**config.mk**
```make
export PLATFORM = sky130hd
export DESIGN_NAME = sort_frame_loader
export DESIGN_NICKNAME = d
export VERILOG_FILES = /design/src/rtl/sort_frame_loader.sv
export SDC_FILE = /design/constraint.sdc
export NUM_CORES = 1
export LEC_CHECK = 0
export CAP_MARGIN = 20
export CORE_MARGIN = 1
export CORE_UTILIZATION = 50
export DETAILED_ROUTE_END_ITERATION = 10
export PLACE_DENSITY_LB_ADDON = 0.08
export SYNTH_ARGS = -nofsm -noshare
export SYNTH_HDL_FRONTEND = slang
export SYNTH_SLANG_ARGS = --single-unit
```
**constraint.sdc**
```tcl
create_clock -name clk -period 3.7 [get_ports clk]
set_input_delay 0.37 -clock clk [delete_from_list [all_inputs] [get_ports clk]]
set_output_delay 0.37 -clock clk [all_outputs]
set_load 0.01 [all_outputs]
```
**src/rtl/sort_frame_loader.sv**
```systemverilog
// Serial-to-parallel frame loader that feeds and re-arms the bitonic sorter.
// Optional macro SORT_LOADER_OVERRUN_EN adds a saturating dropped-sample counter.
module sort_frame_loader #(
    parameter int SLICES      = 4,
    // Defaults track the project-wide core_params.svh slice/index widths.
    parameter int SLICE_WIDTH = 16,
    parameter int INDEX_WIDTH = 4
) (
    input  logic                                  clk,
    input  logic                                  reset,
    input  logic                                  in_valid,
    input  logic [SLICE_WIDTH-1:0]                in_data,
    output logic                                  in_ready,
    output logic                                  sort_ready,
    output logic [SLICES-1:0][SLICE_WIDTH-1:0]    sort_data,
    output logic [SLICES-1:0][INDEX_WIDTH-1:0]    sort_index,
    input  logic                                  sort_done,
    output logic                                  sort_reset,
    output logic                                  result_valid,
    input  logic                                  result_ack
`ifdef SORT_LOADER_OVERRUN_EN
    ,
    output logic [15:0]                           overrun_count
`endif
);

    localparam int K_W = $clog2(SLICES);
    localparam logic [K_W-1:0] K_LAST = K_W'(SLICES - 1);

    localparam logic [2:0] FILL   = 3'd0;
    localparam logic [2:0] LAUNCH = 3'd1;
    localparam logic [2:0] WAIT   = 3'd2;
    localparam logic [2:0] HOLD   = 3'd3;
    localparam logic [2:0] CLEAR  = 3'd4;

    generate
        if (INDEX_WIDTH < K_W) begin : g_bad_index_width
            $error("INDEX_WIDTH too narrow to tag every slot");
        end
    endgenerate

    logic [2:0]                               state_q, state_d;
    logic [K_W-1:0]                           k_q, k_d;
    logic [SLICES-1:0][SLICE_WIDTH-1:0]       sort_data_q, sort_data_d;
    logic [SLICES-1:0][INDEX_WIDTH-1:0]       sort_index_q, sort_index_d;
    logic                                     sort_ready_q, sort_ready_d;
    logic                                     result_valid_q, result_valid_d;
    logic                                     sort_reset_q, sort_reset_d;

    assign in_ready     = (state_q == FILL);
    assign sort_ready   = sort_ready_q;
    assign sort_data    = sort_data_q;
    assign sort_index   = sort_index_q;
    assign result_valid = result_valid_q;
    assign sort_reset   = sort_reset_q;

    // sort_ready and sort_reset are launched one edge early so they line up with LAUNCH and CLEAR.
    always_comb begin
        state_d        = state_q;
        k_d            = k_q;
        sort_data_d    = sort_data_q;
        sort_index_d   = sort_index_q;
        sort_ready_d   = 1'b0;
        result_valid_d = result_valid_q;
        sort_reset_d   = 1'b0;
        case (state_q)
            FILL: begin
                if (in_valid) begin
                    sort_data_d[k_q]  = in_data;
                    sort_index_d[k_q] = INDEX_WIDTH'(k_q);
                    if (k_q == K_LAST) begin
                        k_d          = '0;
                        state_d      = LAUNCH;
                        sort_ready_d = 1'b1;
                    end else begin
                        k_d = k_q + 1'b1;
                    end
                end
            end
            LAUNCH: state_d = WAIT;
            WAIT: begin
                if (sort_done) begin
                    state_d        = HOLD;
                    result_valid_d = 1'b1;
                end
            end
            HOLD: begin
                if (result_ack) begin
                    state_d        = CLEAR;
                    result_valid_d = 1'b0;
                    sort_reset_d   = 1'b1;
                end
            end
            CLEAR: begin
                state_d = FILL;
                k_d     = '0;
            end
            default: begin
                state_d = FILL;
                k_d     = '0;
            end
        endcase
    end

    always_ff @(posedge clk) begin
        if (reset) begin
            state_q        <= FILL;
            k_q            <= '0;
            sort_data_q    <= '0;
            sort_index_q   <= '0;
            sort_ready_q   <= 1'b0;
            result_valid_q <= 1'b0;
            sort_reset_q   <= 1'b1;
        end else begin
            state_q        <= state_d;
            k_q            <= k_d;
            sort_data_q    <= sort_data_d;
            sort_index_q   <= sort_index_d;
            sort_ready_q   <= sort_ready_d;
            result_valid_q <= result_valid_d;
            sort_reset_q   <= sort_reset_d;
        end
    end

`ifdef SORT_LOADER_OVERRUN_EN
    logic [15:0] overrun_count_q, overrun_count_d;

    assign overrun_count = overrun_count_q;

    always_comb begin
        overrun_count_d = overrun_count_q;
        if (in_valid && !in_ready && (overrun_count_q != 16'hFFFF)) begin
            overrun_count_d = overrun_count_q + 16'd1;
        end
    end

    always_ff @(posedge clk) begin
        if (reset) begin
            overrun_count_q <= '0;
        end else begin
            overrun_count_q <= overrun_count_d;
        end
    end
`endif

endmodule
```
==> reports/metrics.cfg, run 1 <==
[status]
status=finished clean

[placement]
dpl.cell_count=458
dp_hpwl_um=4599
place_congestion=0.6979
io_buffers=96

[synthesis]
netlist_instances=303
synth_seq_area_share_pct=48.52
synth_area_per_cell_sq_um=10.89
synth_area_leader_cell=dfxtp_1
synthDistinctLibCells=25
synth_edf_count=0
netlist_area_sq_um=3301
synthArstFlopShare_pct=0
synth_most_common_cell=nand2b_1
yosysWarningCount=0
yosysTopAreaCellShare_pct=48.52
synth.area.top_cells=dfxtp_1 (49%), mux2i_1 (22%), nand2b_1 (17%), buf_4 (2.5%), ha_1 (1.5%)
synth_flop_cell=dfxtp_1
netlist_top_cells_count=nand2b_1 (90), dfxtp_1 (80), mux2i_1 (74)
synth_seq_cells=80

[floorplan]
num_rows=29
ios=105
dieArea_sq_um=6931
start_util_pct=51.98
die_y_um=83.25
fp.dieW_um=83.25
core_area_sq_um=6350

[critical_path]
crit_chain=nor4b_4 -> and2_1 -> mux2i_1
end_kind=flip-flop
startpoint_type=flip-flop
critPathKind=reg2reg
critical_path.max_stage_delay_ns=0.66
crit_path_start=state_q[2]
worstPathArrival_ns=2.26
rr_startpoint=state_q[2]
cpMaxStageDelayCell=and2_1
worstPathRequired_ns=3.96
path_max_fanout=11
crit_family=simple AND/OR/NAND/NOR gates
crit_buf_inv=0

[power_and_ir_drop]
p_leak_nw=1.920
power_mw=1.854
peakVddDrop_v=0.0003000
p_per_area_nw_per_um2=417.9

[finish]
syn_to_final_growth_pct=34.46
diodes=0
nets=417
drive_gt1_share_pct=4.786
final_cells=474

[sta]
rsz0062_at_grt=no
slew_violations=0
hold_violations=0
relSlewSlack_pct=54.19
fin_tns_setup_ns=0
period_share_pct=53.93
fmax_mhz=501.1
clock_skew_ns=0.007280
post-route-min-period_ns=1.996
worst_pin_slew_ns=0.6871
finalSetupViolCount=0

[global_route]
grt_pass1_wl_um=11360
gr-usage-all-layers_pct=20.65
first_global_vias=2297
grt_overflow_total=0
grt_max_degree=54
antenna_found_initial=0

[clocking]
cts_buffers=9
cts_tree=yes
clk_pin_slew_ns=0.08
clock-sinks=80
cts_resized=0
cts_hold_buffers=0
cts.path.max_buffers=2
clockRootBuffer=clkbuf_8
cts-htree-levels=3
clock_latency_ns=0.34
cts_setup_buffers=0

[detailed_routing]
drt-total-wl_um=6767
vias_per_cell=4.857
vias=2302
firstDrtPassIters=4
drt_iter0_drc=70
wl_per_cell_um=14.28
ant_nets=0
drc=0

[hold_path]
worstHoldPathType=reg2reg
hp-start=result_valid

[job]
cap_violations=0

==> routing by layer <==
| layer | global-route usage [%] | wire length (um) | part of all wire, % | vias to the layer above |
|---|---|---|---|---|
| met5 | 0 | 0 | 0 | - |
| met4 | 7.524 | 88 | 1.3 | 0 |
| met3 | 6.064 | 332 | 4.9 | 9 |
| met2 | 33.01 | 3207 | 47 | 64 |
| met1 | 26.49 | 3138 | 46 | 1070 |
| li1 | - | - | - | 1159 |
==> worst register-to-register path, cell delays in order (launching register included) <==
cell and delay [ns]:
dfxtp_1 0.42, nor4b_4 0.57, and2_1 0.66, mux2i_1 0.27
==> kinds of logic after synthesis <==
group,Yosys count,synth area share [%]
AOI/OAI and AO/OA,4,0.7202
adders and majority gates,4,1.516
buffers and inverters,28,5.155
DFF,80,48.52
muxes,74,22.44
other,1,0.1136
and+or+nand+nor,112,21.53
==> path summary, 6_finish.rpt <==
| check | endpoint | slack [ns] | depth (start not counted) |
|---|---|---|---|
| min | result_valid | 0.47 | 2 |
| max | sort_data[58] | 1.70 | 3 |
| min reg2reg | result_valid | 0.47 | 2 |
| max reg2reg | sort_data[58] | 1.70 | 3 |
==> sequential cells by signal, indices dropped and copies added, names as in the netlist <==
signal / count
sort_index: 8
result_valid: 1
k_q: 2
sort_data: 64
sort_reset: 1
sort_ready: 1
state_q: 3
==> stage by stage <==
stage | util (%) | hold WS [ns] | setup slack, ns | area [sq um]
3_3_place_gp | 66.52 | 0.4569 | 1.441 | 4224
2_1_floorplan | - | 0.4926 | 2.144 | 3327
6_report | 69.89 | 0.4709 | 1.704 | 4438
3_5_place_dp | 66.52 | 0.4578 | 1.374 | 4224
4_1_cts | 69.89 | 0.4782 | 1.690 | 4438
5_1_grt | 69.89 | 0.4947 | 1.551 | 4438
==> cells in the final DEF, fill, tap and decap left out, drive strengths merged, types with 3 or more instances in the layout <==
cell type      instances
mux2i                 74
conb                   8
nor2                   5
nor2b                  3
ha                     4
nor3                   4
clkbuf                13
nand2                  4
dfxtp                 80
clkdlybuf4s50         95
nand2b                90
==> area by class of cell <==
| class | count | area [sq um] |
|---|---|---|
| Fill cell | 503 | 1912 |
| Inverter | 2 | 7.507 |
| Clock buffer | 13 | 148.9 |
| Multi-Input combinational cell | 202 | 1555 |
| Sequential cell | 80 | 1602 |
| Timing Repair Buffer | 97 | 963.4 |
| Clock inverter | 3 | 65.06 |
| Tap cell | 77 | 96.34 |
==> report_power, final <==
group	switching (mW)	internal, mW
Combinational	0.105	0.131
Sequential	0.0218	0.896
Clock	0.302	0.399
No activity file was read; power rests on OpenSTA's default activity.
==> run 2, diff against run 1 <==
CORE_UTILIZATION = 42   (was 50)
clock period = 1.8 ns   (was 3.7 ns; I/O delays follow)
==> run 2 against run 1 <==
Non-clock buffer count is 4 higher. Sequential share of layout area shrank 0.76 points. Clock skew is 0.0022 ns higher. Cell area is 2.1% higher. Combinational power increased by 120%. Sequential cell count did not move. Register-to-register slack worse by 1.4 ns. Clock power increased by 110%. Sequential power grew 100%. Critical endpoint is now in_ready.
==> reports/metrics.cfg, run 2 (synthesized netlist as in run 1, its figures left out) <==
[status]
status=finished clean

[finish]
syn_to_final_growth_pct=37.34
regArea_sq_um=1602
drive_gt1_share_pct=5.736
largest_reg_flops=64
final_cells=500
layout_common_cells=clkdlybuf4s50_1 (95), nand2b_1 (90), dfxtp_1 (80), mux2i_1 (74), clkbuf_8 (10)
diodes=0
final_common_cell=clkdlybuf4s50_1
n_fill_cell=656
multi_input_area_sq_um=1555
nets=421

[clocking]
cts_hold_buffers=0
clockRootBuffer=clkbuf_8
cts_resized=0
cts-htree-levels=3
clk_pin_slew_ns=0.07
clock_latency_ns=0.34
cts_buffers=9
cts_tree=yes
cts.path.max_buffers=2
clock-sinks=80
cts_setup_buffers=0

[detailed_routing]
wl_per_cell_um=13.54
drc=0
vias=2310
drt_iter0_drc=60
drt-total-wl_um=6770
firstDrtPassIters=4
vias_per_cell=4.620
ant_nets=0

[job]
cap_violations=0

[global_route]
grt_max_degree=98
grt_pass1_wl_um=11040
antenna_found_initial=0
grt_overflow_total=0
gr-usage-all-layers_pct=17.03
first_global_vias=2225

[sta]
slew_violations=0
fin_tns_setup_ns=0
post-route-min-period_ns=1.710
finalSetupViolCount=0
clock_skew_ns=0.009465
fmax_mhz=584.7
period_share_pct=95.01
rsz0062_at_grt=no
hold_violations=0

[hold_path]
hp-start=reset
worstHoldPathType=in2reg
holdPathStages=3
min_to=sort_ready

[critical_path]
critPathKind=reg2out
end_kind=primary output
rrSetupSlack_ns=0.31
path_max_fanout=9
rr_startpoint=state_q[2]
timing.rr.end=sort_data[57]
startpoint_type=flip-flop
ff2ff_path_depth=5
worstPathRequired_ns=1.62
worstPathArrival_ns=1.53

[power_and_ir_drop]
p_leak_nw=1.951
p_per_area_nw_per_um2=845.2
peakVddDrop_v=0.0004412

[floorplan]
start_util_pct=44.55
core_area_sq_um=7408
fp.dieW_um=90.65
ios=105
die_y_um=90.65
dieArea_sq_um=8217
num_rows=31

[placement]
io_buffers=96
dp_hpwl_um=4539
dpl.cell_count=484
place_congestion=0.6749

## run 2: where the power goes
group / total (mW) / switching [mW] / internal, mW
Sequential: 1.88 / 0.0429 / 1.84
Combinational: 0.508 / 0.220 / 0.287
Clock: 1.44 / 0.619 / 0.820
Total: 3.83 / 0.882 / 2.95
## run 2: worst max-delay path: stages (launching register included)
cell             delay, ns
dfxtp_1               0.41
nor3_1                0.23
clkdlybuf4s50_1       0.56
## run 2: metal layers
| layer | vias up | routed length [um] | GRT usage [%] |
|---|---|---|---|
| met5 | - | 0 | 0 |
| met4 | 0 | 98 | 7.258 |
| met3 | 10 | 410 | 4.209 |
| met2 | 69 | 3174 | 27.21 |
| met1 | 1066 | 3086 | 21.78 |
| li1 | 1165 | - | - |
## run 2: per-stage QoR
stage	total power [mW]	area, sq um	worst slack (ns)	util (%)	hold slack (ns)
finish	3.831	4533	0.08982	61.19	0.3322
global route	3.993	4533	0.02027	61.19	0.3599
CTS	3.879	4533	0.07144	61.19	0.3131
global placement	2.434	4319	0.1829	58.30	0.4582
floorplan	2.211	3327	0.2435	-	0.3419
detailed placement	2.439	4319	0.1596	58.30	0.4632
## run 2: cell type report
| type | instances | area share (%) |
|---|---|---|
| Sequential cell | 80 | 35.33 |
| Multi-Input combinational cell | 202 | 34.31 |
| Timing Repair Buffer | 101 | 22.74 |
| Clock buffer | 13 | 3.285 |
| Tap cell | 99 | 2.733 |
| Clock inverter | 3 | 1.435 |
| Inverter | 2 | 0.1656 |
## run 2: worst max-delay path by stage
stage | endpoint | cells after the start | from | slack, ns
floorplan | sort_data[49] | 5 | state_q[2] | 0.24
global placement | sort_data[54] | 6 | in_valid | 0.18
detailed placement | sort_data[57] | 6 | in_valid | 0.16
CTS | in_ready | 2 | state_q[2] | 0.07
global route | in_ready | 2 | state_q[2] | 0.02
finish | in_ready | 2 | state_q[2] | 0.09
